<file path="src/rtl/mod_addsub_pkg.sv">
// Shared constants for the modular add/subtract pipeline: op encoding and the
// width of the signed intermediate that carries x +/- y.
package mod_addsub_pkg;

  localparam logic OP_ADD = 1'b0;
  localparam logic OP_SUB = 1'b1;

  // One extra bit holds the add carry or the subtract sign.
  function automatic int ext_width(input int width);
    return width + 1;
  endfunction

endpackage

</file>
<file path="src/rtl/mod_addsub_core.sv">
// Combinational arithmetic for the modular pipeline: the stage-2 candidates
// (t0 = x +/- y, t1 = t0 -/+ M) and the stage-3 selection between them.
module mod_addsub_core
  import mod_addsub_pkg::*;
#(
  parameter int WIDTH   = 4,
  parameter int MODULUS = 13
) (
  input  logic                        a_sub,
  input  logic [WIDTH-1:0]            a_x,
  input  logic [WIDTH-1:0]            a_y,
  output logic [ext_width(WIDTH)-1:0] a_t0,
  output logic [WIDTH-1:0]            a_t1,
  input  logic                        b_sub,
  input  logic [ext_width(WIDTH)-1:0] b_t0,
  input  logic [WIDTH-1:0]            b_t1,
  output logic [WIDTH-1:0]            b_z
);

  localparam int              TW    = ext_width(WIDTH);
  localparam logic [TW-1:0]   M_EXT = TW'(MODULUS);

  // Only the low WIDTH bits of t1 are ever selected, so t1 is kept narrow.
  always_comb begin
    if (a_sub == OP_SUB) begin
      a_t0 = {1'b0, a_x} - {1'b0, a_y};
      a_t1 = WIDTH'(a_t0 + M_EXT);
    end else begin
      a_t0 = {1'b0, a_x} + {1'b0, a_y};
      a_t1 = WIDTH'(a_t0 - M_EXT);
    end
  end

  // Add: t0 is unsigned and wraps once past M. Sub: t0 is two's complement
  // and its top bit marks a borrow that needs M added back.
  always_comb begin
    // NOTE: default first so every path assigns b_z and no latch is inferred.
    b_z = b_t0[WIDTH-1:0];
    if (b_sub == OP_SUB) begin
      if (b_t0[TW-1]) b_z = b_t1;
    end else if (b_t0 >= M_EXT) begin
      b_z = b_t1;
    end
  end

endmodule

</file>
<file path="src/rtl/mod_addsub_pipe.sv">
// Three-stage valid/ready pipeline computing (x +/- y) mod M.
// Define MOD_ADDSUB_RANGE_CHECK_EN to flag operands >= M on out_err.
module mod_addsub_pipe
  import mod_addsub_pkg::*;
#(
  parameter int WIDTH   = 4,
  parameter int MODULUS = 13
) (
  input  logic             clk,
  input  logic             rst,
  input  logic             in_valid,
  output logic             in_ready,
  input  logic             in_sub,
  input  logic [WIDTH-1:0] in_x,
  input  logic [WIDTH-1:0] in_y,
  output logic             out_valid,
  input  logic             out_ready,
  output logic [WIDTH-1:0] out_z,
  output logic             out_err
);

  localparam int TW = ext_width(WIDTH);

  logic             ld1, ld2, ld3, accept;
  logic             s1_valid, s1_sub;
  logic [WIDTH-1:0] s1_x, s1_y;
  logic             s2_valid, s2_sub;
  logic [TW-1:0]    s2_t0;
  logic [WIDTH-1:0] s2_t1;
  logic [TW-1:0]    t0;
  logic [WIDTH-1:0] t1, z;

  // A stage may load when it is empty or its contents move on this cycle.
  assign ld3      = !out_valid || out_ready;
  assign ld2      = !s2_valid  || ld3;
  assign ld1      = !s1_valid  || ld2;
  assign in_ready = ld1 && !rst;
  assign accept   = in_valid && in_ready;

  mod_addsub_core #(
    .WIDTH  (WIDTH),
    .MODULUS(MODULUS)
  ) u_core (
    .a_sub(s1_sub),
    .a_x  (s1_x),
    .a_y  (s1_y),
    .a_t0 (t0),
    .a_t1 (t1),
    .b_sub(s2_sub),
    .b_t0 (s2_t0),
    .b_t1 (s2_t1),
    .b_z  (z)
  );

  // NOTE: sequential state uses non-blocking assignments so every stage
  // samples the values its predecessor held before this edge.
  always_ff @(posedge clk) begin
    if (rst) begin
      s1_valid  <= 1'b0;
      s2_valid  <= 1'b0;
      out_valid <= 1'b0;
      out_z     <= '0;
    end else begin
      if (ld1) s1_valid <= accept;
      if (ld2) s2_valid <= s1_valid;
      if (ld3) begin
        out_valid <= s2_valid;
        if (s2_valid) out_z <= z;
      end
    end
  end

  // NOTE: internal data registers carry no reset; the valid bits alone
  // decide whether their contents mean anything.
  always_ff @(posedge clk) begin
    if (accept) begin
      s1_sub <= in_sub;
      s1_x   <= in_x;
      s1_y   <= in_y;
    end
    if (ld2 && s1_valid) begin
      s2_sub <= s1_sub;
      s2_t0  <= t0;
      s2_t1  <= t1;
    end
  end

`ifdef MOD_ADDSUB_RANGE_CHECK_EN
  localparam logic [TW-1:0] M_EXT = TW'(MODULUS);

  logic in_err, s1_err, s2_err;

  assign in_err = ({1'b0, in_x} >= M_EXT) || ({1'b0, in_y} >= M_EXT);

  // The flag travels alongside its operation under the same load enables.
  always_ff @(posedge clk) begin
    if (rst) begin
      out_err <= 1'b0;
    end else begin
      if (accept)               s1_err  <= in_err;
      if (ld2 && s1_valid)      s2_err  <= s1_err;
      if (ld3 && s2_valid)      out_err <= s2_err;
    end
  end
`else
  assign out_err = 1'b0;
`endif

endmodule

</file>
<file path="config.mk">
export PLATFORM = sky130hd
export DESIGN_NAME = mod_addsub_pipe
export DESIGN_NICKNAME = d
export VERILOG_FILES = /design/src/rtl/mod_addsub_pkg.sv /design/src/rtl/mod_addsub_core.sv /design/src/rtl/mod_addsub_pipe.sv
export SDC_FILE = /design/constraint.sdc
export NUM_CORES = 1
export LEC_CHECK = 0
export CELL_PAD_IN_SITES_DETAIL_PLACEMENT = 1
export CELL_PAD_IN_SITES_GLOBAL_PLACEMENT = 1
export CORE_MARGIN = 10
export CORE_UTILIZATION = 35
export DETAILED_ROUTE_END_ITERATION = 10
export DONT_BUFFER_PORTS = 1
export GPL_TIMING_DRIVEN = 0
export PLACE_DENSITY = 0.63
export SLEW_MARGIN = 25
export SYNTH_ARGS = -nofsm -noshare
export SYNTH_HDL_FRONTEND = slang
export SYNTH_SLANG_ARGS = --single-unit
</file>
<file path="constraint.sdc">
create_clock -name clk -period 2.8 [get_ports clk]
set_input_delay 0.56 -clock clk [delete_from_list [all_inputs] [get_ports clk]]
set_output_delay 0.56 -clock clk [all_outputs]
set_load 0.02 [all_outputs]
</file>
==> impl_metrics.tcl, run 1 <==
set metrics [dict create \
    core_um2 3770 \
    p_int_uw 678 \
    end_kind "flip-flop" \
    outcome "finished clean" \
    cp.depth 8 \
    arrival_ns 2.12 \
    drive_above_1_share_pct 6.98 \
    cts_hold_buf 0 \
    h-tree-depth 1 \
    r2r-end "s2_t1[3]$_DFFE_PP_" \
    stdcell_count 177 \
    viasPerCell 5.15 \
    tns_ns 0 \
    critical_path_buf_inv_count 2 \
    synth_fp_nets 150 \
    ioPinCount 20 \
    cp_data_required_time_ns 2.82 \
    crit_path_max_fanout 4 \
    use_met2_pct 16.3 \
    syn_to_final_growth_pct 8.98 \
    combPwrFrac_pct 18.7 \
    rsz0062_at_grt "false" \
    die_w_um 83.4 \
    dr_total_vias 912 \
    grt_overflow 0 \
    drtIter0Drc 77 \
    globalplace.congestion 0.749 \
    nFillCells 408 \
    ys_warn_count 0 \
    ctsResizeCount 0 \
    clockBufferDepth 2 \
    reg2reg_slack_ns 0.70 \
    critPathKind "flip-flop to flip-flop" \
    cp_cell_sequence "inv_1 -> ha_1 -> inv_1 -> fa_1 -> xor2_1 -> a21oi_1 -> nand4_1 -> nor4b_2" \
    r2r_start "s1_x[0]$_DFFE_PP_" \
    clk_pin_slew_ns 0.09 \
    hold_viol 0 \
    cp_slowest_stage_delay_ns 0.47 \
    register_area_um2 711 \
    wirelength_um 2730 \
    initial_core_util_pct 37.3 \
    rows 22 \
    ir_drop_v 0.000441 \
    grt_most_used_layer "met2" \
    synth-seq-area-share_pct 50.5 \
    skew_ns 0.00242 \
    synth_area_leaders "edfxtp_1 (41%), dfxtp_1 (10%), ha_1 (8.9%)" \
    worst-r2r-cell-count 8 \
    n_antenna_cell 0 \
    ant_nets 0 \
    firstDrtPassIters 4 \
    pwr-share-seq_pct 51.7 \
    post_synth_inst_count 125 \
    drv_cap 0 \
    nNetsFinal 155 \
    setup_viol 0 \
    synth.ff_latch_count 26 \
    cp_common_cell "inv_1" \
    finalCritPeriodShare_pct 75.1 \
    cts_num_sinks 26 \
    slowest_stage "fa_1" \
    crit_family "adder cells" \
    powerDensity_nw_per_um2 591 \
    layout_common_cells "edfxtp_1 (19), a21oi_1 (13), inv_1 (10), ha_1 (10)" \
    die_h_um 83.4 \
    syn_area_um2 1410 \
    slew_headroom_pct 45.0 \
    p_sw_share_pct 25.3 \
    grtUsageMet3_pct 3.32 \
    multi_input_area_um2 629 \
    post_cts_buffers 0 \
    min_period_ns 2.10 \
    grtUsageTotal_pct 7.93 \
    leakage_uw 0.000590 \
    synth_top_area_cell "edfxtp_1" \
    place_hpwl_um 2300 \
    slew_viol_final 0 \
    die-area_um2 6960 \
    post-route-util_pct 40.7 \
    placed_cells 173 \
    clock_latency_ns 0.27 \
    final_common_cell "edfxtp_1" \
    synth_top_cell_area_share_pct 40.5 \
    critPathLaunchType "flip-flop" \
    synth_cell_types 36 \
    fmax_mhz 476 \
    crit_start "s1_x[0]$_DFFE_PP_" \
    drc 0 \
    syn_area_per_cell_um2 11.3 \
    cts_root_buf "clkbuf_8" \
    cts_tree "yes" \
    cts_inserted_buffers 3 \
    worst_slew_pin_slew_ns 0.823 \
    portBuffers 0 \
    grt_max_degree 16 \
    grt_util_met1_pct 6.74 \
    crit_end "s2_t1[3]$_DFFE_PP_" \
    switchingPower_uw 229 \
    hold_class "primary input to flip-flop" \
    pwr-share-clk_pct 29.6 \
    grt_pass1_vias 1070 \
    wl_per_cell_um 15.4 \
    grt_pass1_wl_um 4760 \
    antenna_found_initial 0 \
]
state kept, by name, indices dropped and copies added, names as in the netlist:
| signal | count |
|---|---|
| s1_x | 4 |
| s1_sub | 1 |
| s2_valid | 1 |
| out_z | 4 |
| s2_t0 | 5 |
| s1_y | 4 |
| s1_valid | 1 |
| s2_sub | 1 |
| s2_t1 | 4 |
| out_valid | 1 |
routing by layer:
layer	vias to the layer above	part of all wire [%]
met3	2	5.5
met1	435	39
li1	457	-
met5	-	0
met2	18	55
met4	0	0.62
cells by family after synthesis:
family | share of synthesized area (%)
buffers and inverters | 4.80
adder cells (fa/ha/maj) | 11.7
multiplexers | 0.711
AO/OA/AOI/OAI | 16.6
other | 0.266
flip-flops | 50.5
XOR/XNOR | 3.73
AND/OR/NAND/NOR | 11.6
power groups by stage:
stage | sequential [uW] | clock (uW) | combinational [uW]
floorplan | 472 | 0 | 139
global placement | 476 | 0 | 164
detailed placement | 479 | 0 | 173
CTS | 470 | 286 | 173
global route | 473 | 299 | 194
finish | 469 | 269 | 169
how the worst min path moves through the flow:
stage                     startpoint                 to  slack (ns)  cells after the start
floorplan           s1_sub$_DFFE_PP_   s2_sub$_DFFE_PP_        0.45                      0
finish                       in_x[3]  s1_x[3]$_DFFE_PP_        0.38                      0
CTS                          in_y[3]  s1_y[3]$_DFFE_PP_        0.37                      0
global placement    s1_sub$_DFFE_PP_   s2_sub$_DFFE_PP_        0.48                      0
global route                 in_x[3]  s1_x[3]$_DFFE_PP_        0.36                      0
detailed placement  s1_sub$_DFFE_PP_   s2_sub$_DFFE_PP_        0.49                      0
cell usage after synthesis:
| master | n |
|---|---|
| edfxtp_1 | 19 |
| a21oi_1 | 13 |
| ha_1 | 10 |
| inv_1 | 10 |
| dfxtp_1 | 7 |
| nor2_1 | 7 |
| nand2_1 | 6 |
| nor2b_1 | 5 |
| o21ai_0 | 5 |
| xnor2_1 | 4 |
| a211o_1 | 3 |
| a211oi_1 | 3 |
| clkbuf_1 | 3 |
| a31oi_1 | 2 |
| fa_1 | 2 |
| nor3_1 | 2 |
| nor4_1 | 2 |
| o211a_1 | 2 |
| o221ai_1 | 2 |
| xor2_1 | 2 |
| a2111oi_0 | 1 |
| a211oi_2 | 1 |
| a21boi_0 | 1 |
| a21o_1 | 1 |
| and2_1 | 1 |
| and3b_1 | 1 |
| buf_4 | 1 |
| buf_6 | 1 |
| conb_1 | 1 |
| mux2i_1 | 1 |
| nand2b_1 | 1 |
| nand4_1 | 1 |
| nor3b_2 | 1 |
| nor4b_2 | 1 |
| o31a_1 | 1 |
| or3_1 | 1 |
area by class of cell:
| type | count | area share (%) |
|---|---|---|
| flip-flops and latches | 26 | 46.3 |
| inverters | 10 | 2.45 |
| plain buffers | 5 | 1.96 |
| clock buffers | 4 | 4.32 |
| multi-input cells | 84 | 41.0 |
| well taps | 48 | 3.92 |
stage by stage:
step                power [uW]  worst slack, ns  cell area, um2  hold WS [ns]
detailed placement         651            0.664            1470         0.494
finish                     907            0.698            1530         0.383
global route               966            0.551            1530         0.364
global placement           640            0.731            1470         0.480
floorplan                  611            0.829            1410         0.448
CTS                        929            0.657            1530         0.370
(Power assumes the default switching activity.)
==> inputs of run 2 (changes only) <==
PLACE_DENSITY = 0.65   (was 0.63)
clock period = 1.9 ns   (was 2.8 ns; I/O delays follow)
==> impl_metrics.tcl, run 2 (synthesis results as in run 1) <==
set metrics [dict create \
    outcome "complete, but fails checks" \
    violations "setup timing" \
    whs_path_depth 0 \
    drv_cap 0 \
    grt_pass1_vias 1052 \
    core_um2 3770 \
    worst_slew_pin_slew_ns 0.841 \
    n_antenna_cell 0 \
    viasPerCell 5.30 \
    portBuffers 0 \
    nFillCells 401 \
    critPathKind "flip-flop to flip-flop" \
    worstHoldStart "in_y[1]" \
    drtIter0Drc 30 \
    rows 22 \
    pwr-share-clk_pct 28.9 \
    multi_input_area_um2 696 \
    drive_above_1_share_pct 22.8 \
    p_int_uw 1040 \
    largest-register "s2_t0" \
    firstDrtPassIters 4 \
    arrival_ns 2.09 \
    slew_headroom_pct 43.8 \
    clockBufferDepth 2 \
    antenna_found_initial 0 \
    crit_start "s1_x[0]$_DFFE_PP_" \
    cts_inserted_buffers 3 \
    fin_ws_ns -0.158 \
    clk_pin_slew_ns 0.10 \
    switchingPower_uw 389 \
    grt_overflow 0 \
    slew_viol_final 0 \
    critPathLaunchType "flip-flop" \
    layout_common_cells "edfxtp_1 (19), a21oi_1 (10), inv_1 (8), ha_1 (8), buf_4 (8)" \
    hold_class "primary input to flip-flop" \
    cts_hold_buf 0 \
    crit_path_max_fanout 3 \
    cp_data_required_time_ns 1.93 \
    tns_ns -0.258 \
    r2r_start "s1_x[0]$_DFFE_PP_" \
    wirelength_um 2990 \
    register_area_um2 711 \
    ant_nets 0 \
    wl_per_cell_um 16.3 \
    combPwrFrac_pct 22.7 \
    worst-r2r-cell-count 9 \
    die-area_um2 6960 \
    grt_max_degree 16 \
    cts_tree "yes" \
    powerDensity_nw_per_um2 865 \
    place_hpwl_um 2270 \
    dpl-instance-area_um2 1470 \
    grt_pass1_wl_um 4870 \
    cts_root_buf "clkbuf_8" \
    largest_reg_flops 5 \
    syn_to_final_growth_pct 17.4 \
    p_sw_share_pct 27.2 \
    min_period_ns 2.06 \
    pre_cts_ws_ns -0.195 \
    globalplace.congestion 0.737 \
    clock_latency_ns 0.28 \
    setup_viol 2 \
    grtUsageTotal_pct 8.16 \
    ir_drop_v 0.000392 \
    finalCritPeriodShare_pct 108 \
    initial_core_util_pct 37.3 \
    ioPinCount 20 \
    nNetsFinal 162 \
    leakage_uw 0.000626 \
    rsz0062_at_grt "true" \
    end_kind "flip-flop" \
    cts_num_sinks 26 \
    die_h_um 83.4 \
    h-tree-depth 1 \
    pwr-share-seq_pct 48.3 \
    dr_total_vias 975 \
    skew_ns 0.00654 \
    drc 0 \
    final_common_cell "edfxtp_1" \
    hold_viol 0 \
    fmax_mhz 486 \
    die_w_um 83.4 \
    final_area_um2 1650 \
]
==> run 2: worst paths after layout <==
path	to	slack (ns)
hold / removal	s1_y[1]$_DFFE_PP_	0.19
setup / recovery	s2_t1[2]$_DFFE_PP_	-0.16
hold reg to reg	s2_sub$_DFFE_PP_	0.51
setup reg to reg	s2_t1[2]$_DFFE_PP_	-0.16
==> run 2: power groups by stage <==
stage	registers [uW]	logic [uW]	clock network (uW)
after global routing	697	361	449
after CTS	692	275	428
after detailed placement	705	260	0
after floorplan	696	207	0
final	691	325	414
after global placement	702	243	0
==> run 2: layout make-up <==
type | instances | share of cell area [%]
Multi-Input combinational cell | 84 | 42.1
Tap cell | 48 | 3.63
Timing Repair Buffer | 7 | 3.18
Buffer | 5 | 1.82
Clock buffer | 4 | 4.01
Inverter | 10 | 2.27
Sequential cell | 26 | 43.0
==> run 2: per-layer routing <==
layer	share of wire (%)	vias to the layer above	track usage [%]
li1	-	474	-
met1	42	485	8.34
met2	54	16	15.4
met3	4.1	0	3.13
met4	0	0	1.36
met5	0	-	0
==> run 2: critical path: stages, from the launching register on <==
cell and delay, ns:
edfxtp_1 0.40, inv_1 0.07, ha_2 0.18, inv_2 0.05, fa_2 0.58, ha_4 0.14, xor2_1 0.14, nand2_1 0.09
o21ai_2 0.09, xnor2_1 0.07
==> run 2: through the flow <==
step                      hold slack (ns)  util (%)  cells  total power [uW]
final                               0.190      43.8    184              1430
after global routing                0.176      43.8    184              1510
after CTS                           0.185      41.6    178              1400
after detailed placement            0.479      39.1    173               966
after global placement              0.474      39.1    173               945
after floorplan                     0.448         -    125               904
==> run 2: timing repair <==
action,in CTS,in global routing
buffers inserted,1,6
endpoints found under the setup margin,13,5
endpoints found under the hold margin,0,0
resized for setup,6,11
pin swaps,2,0
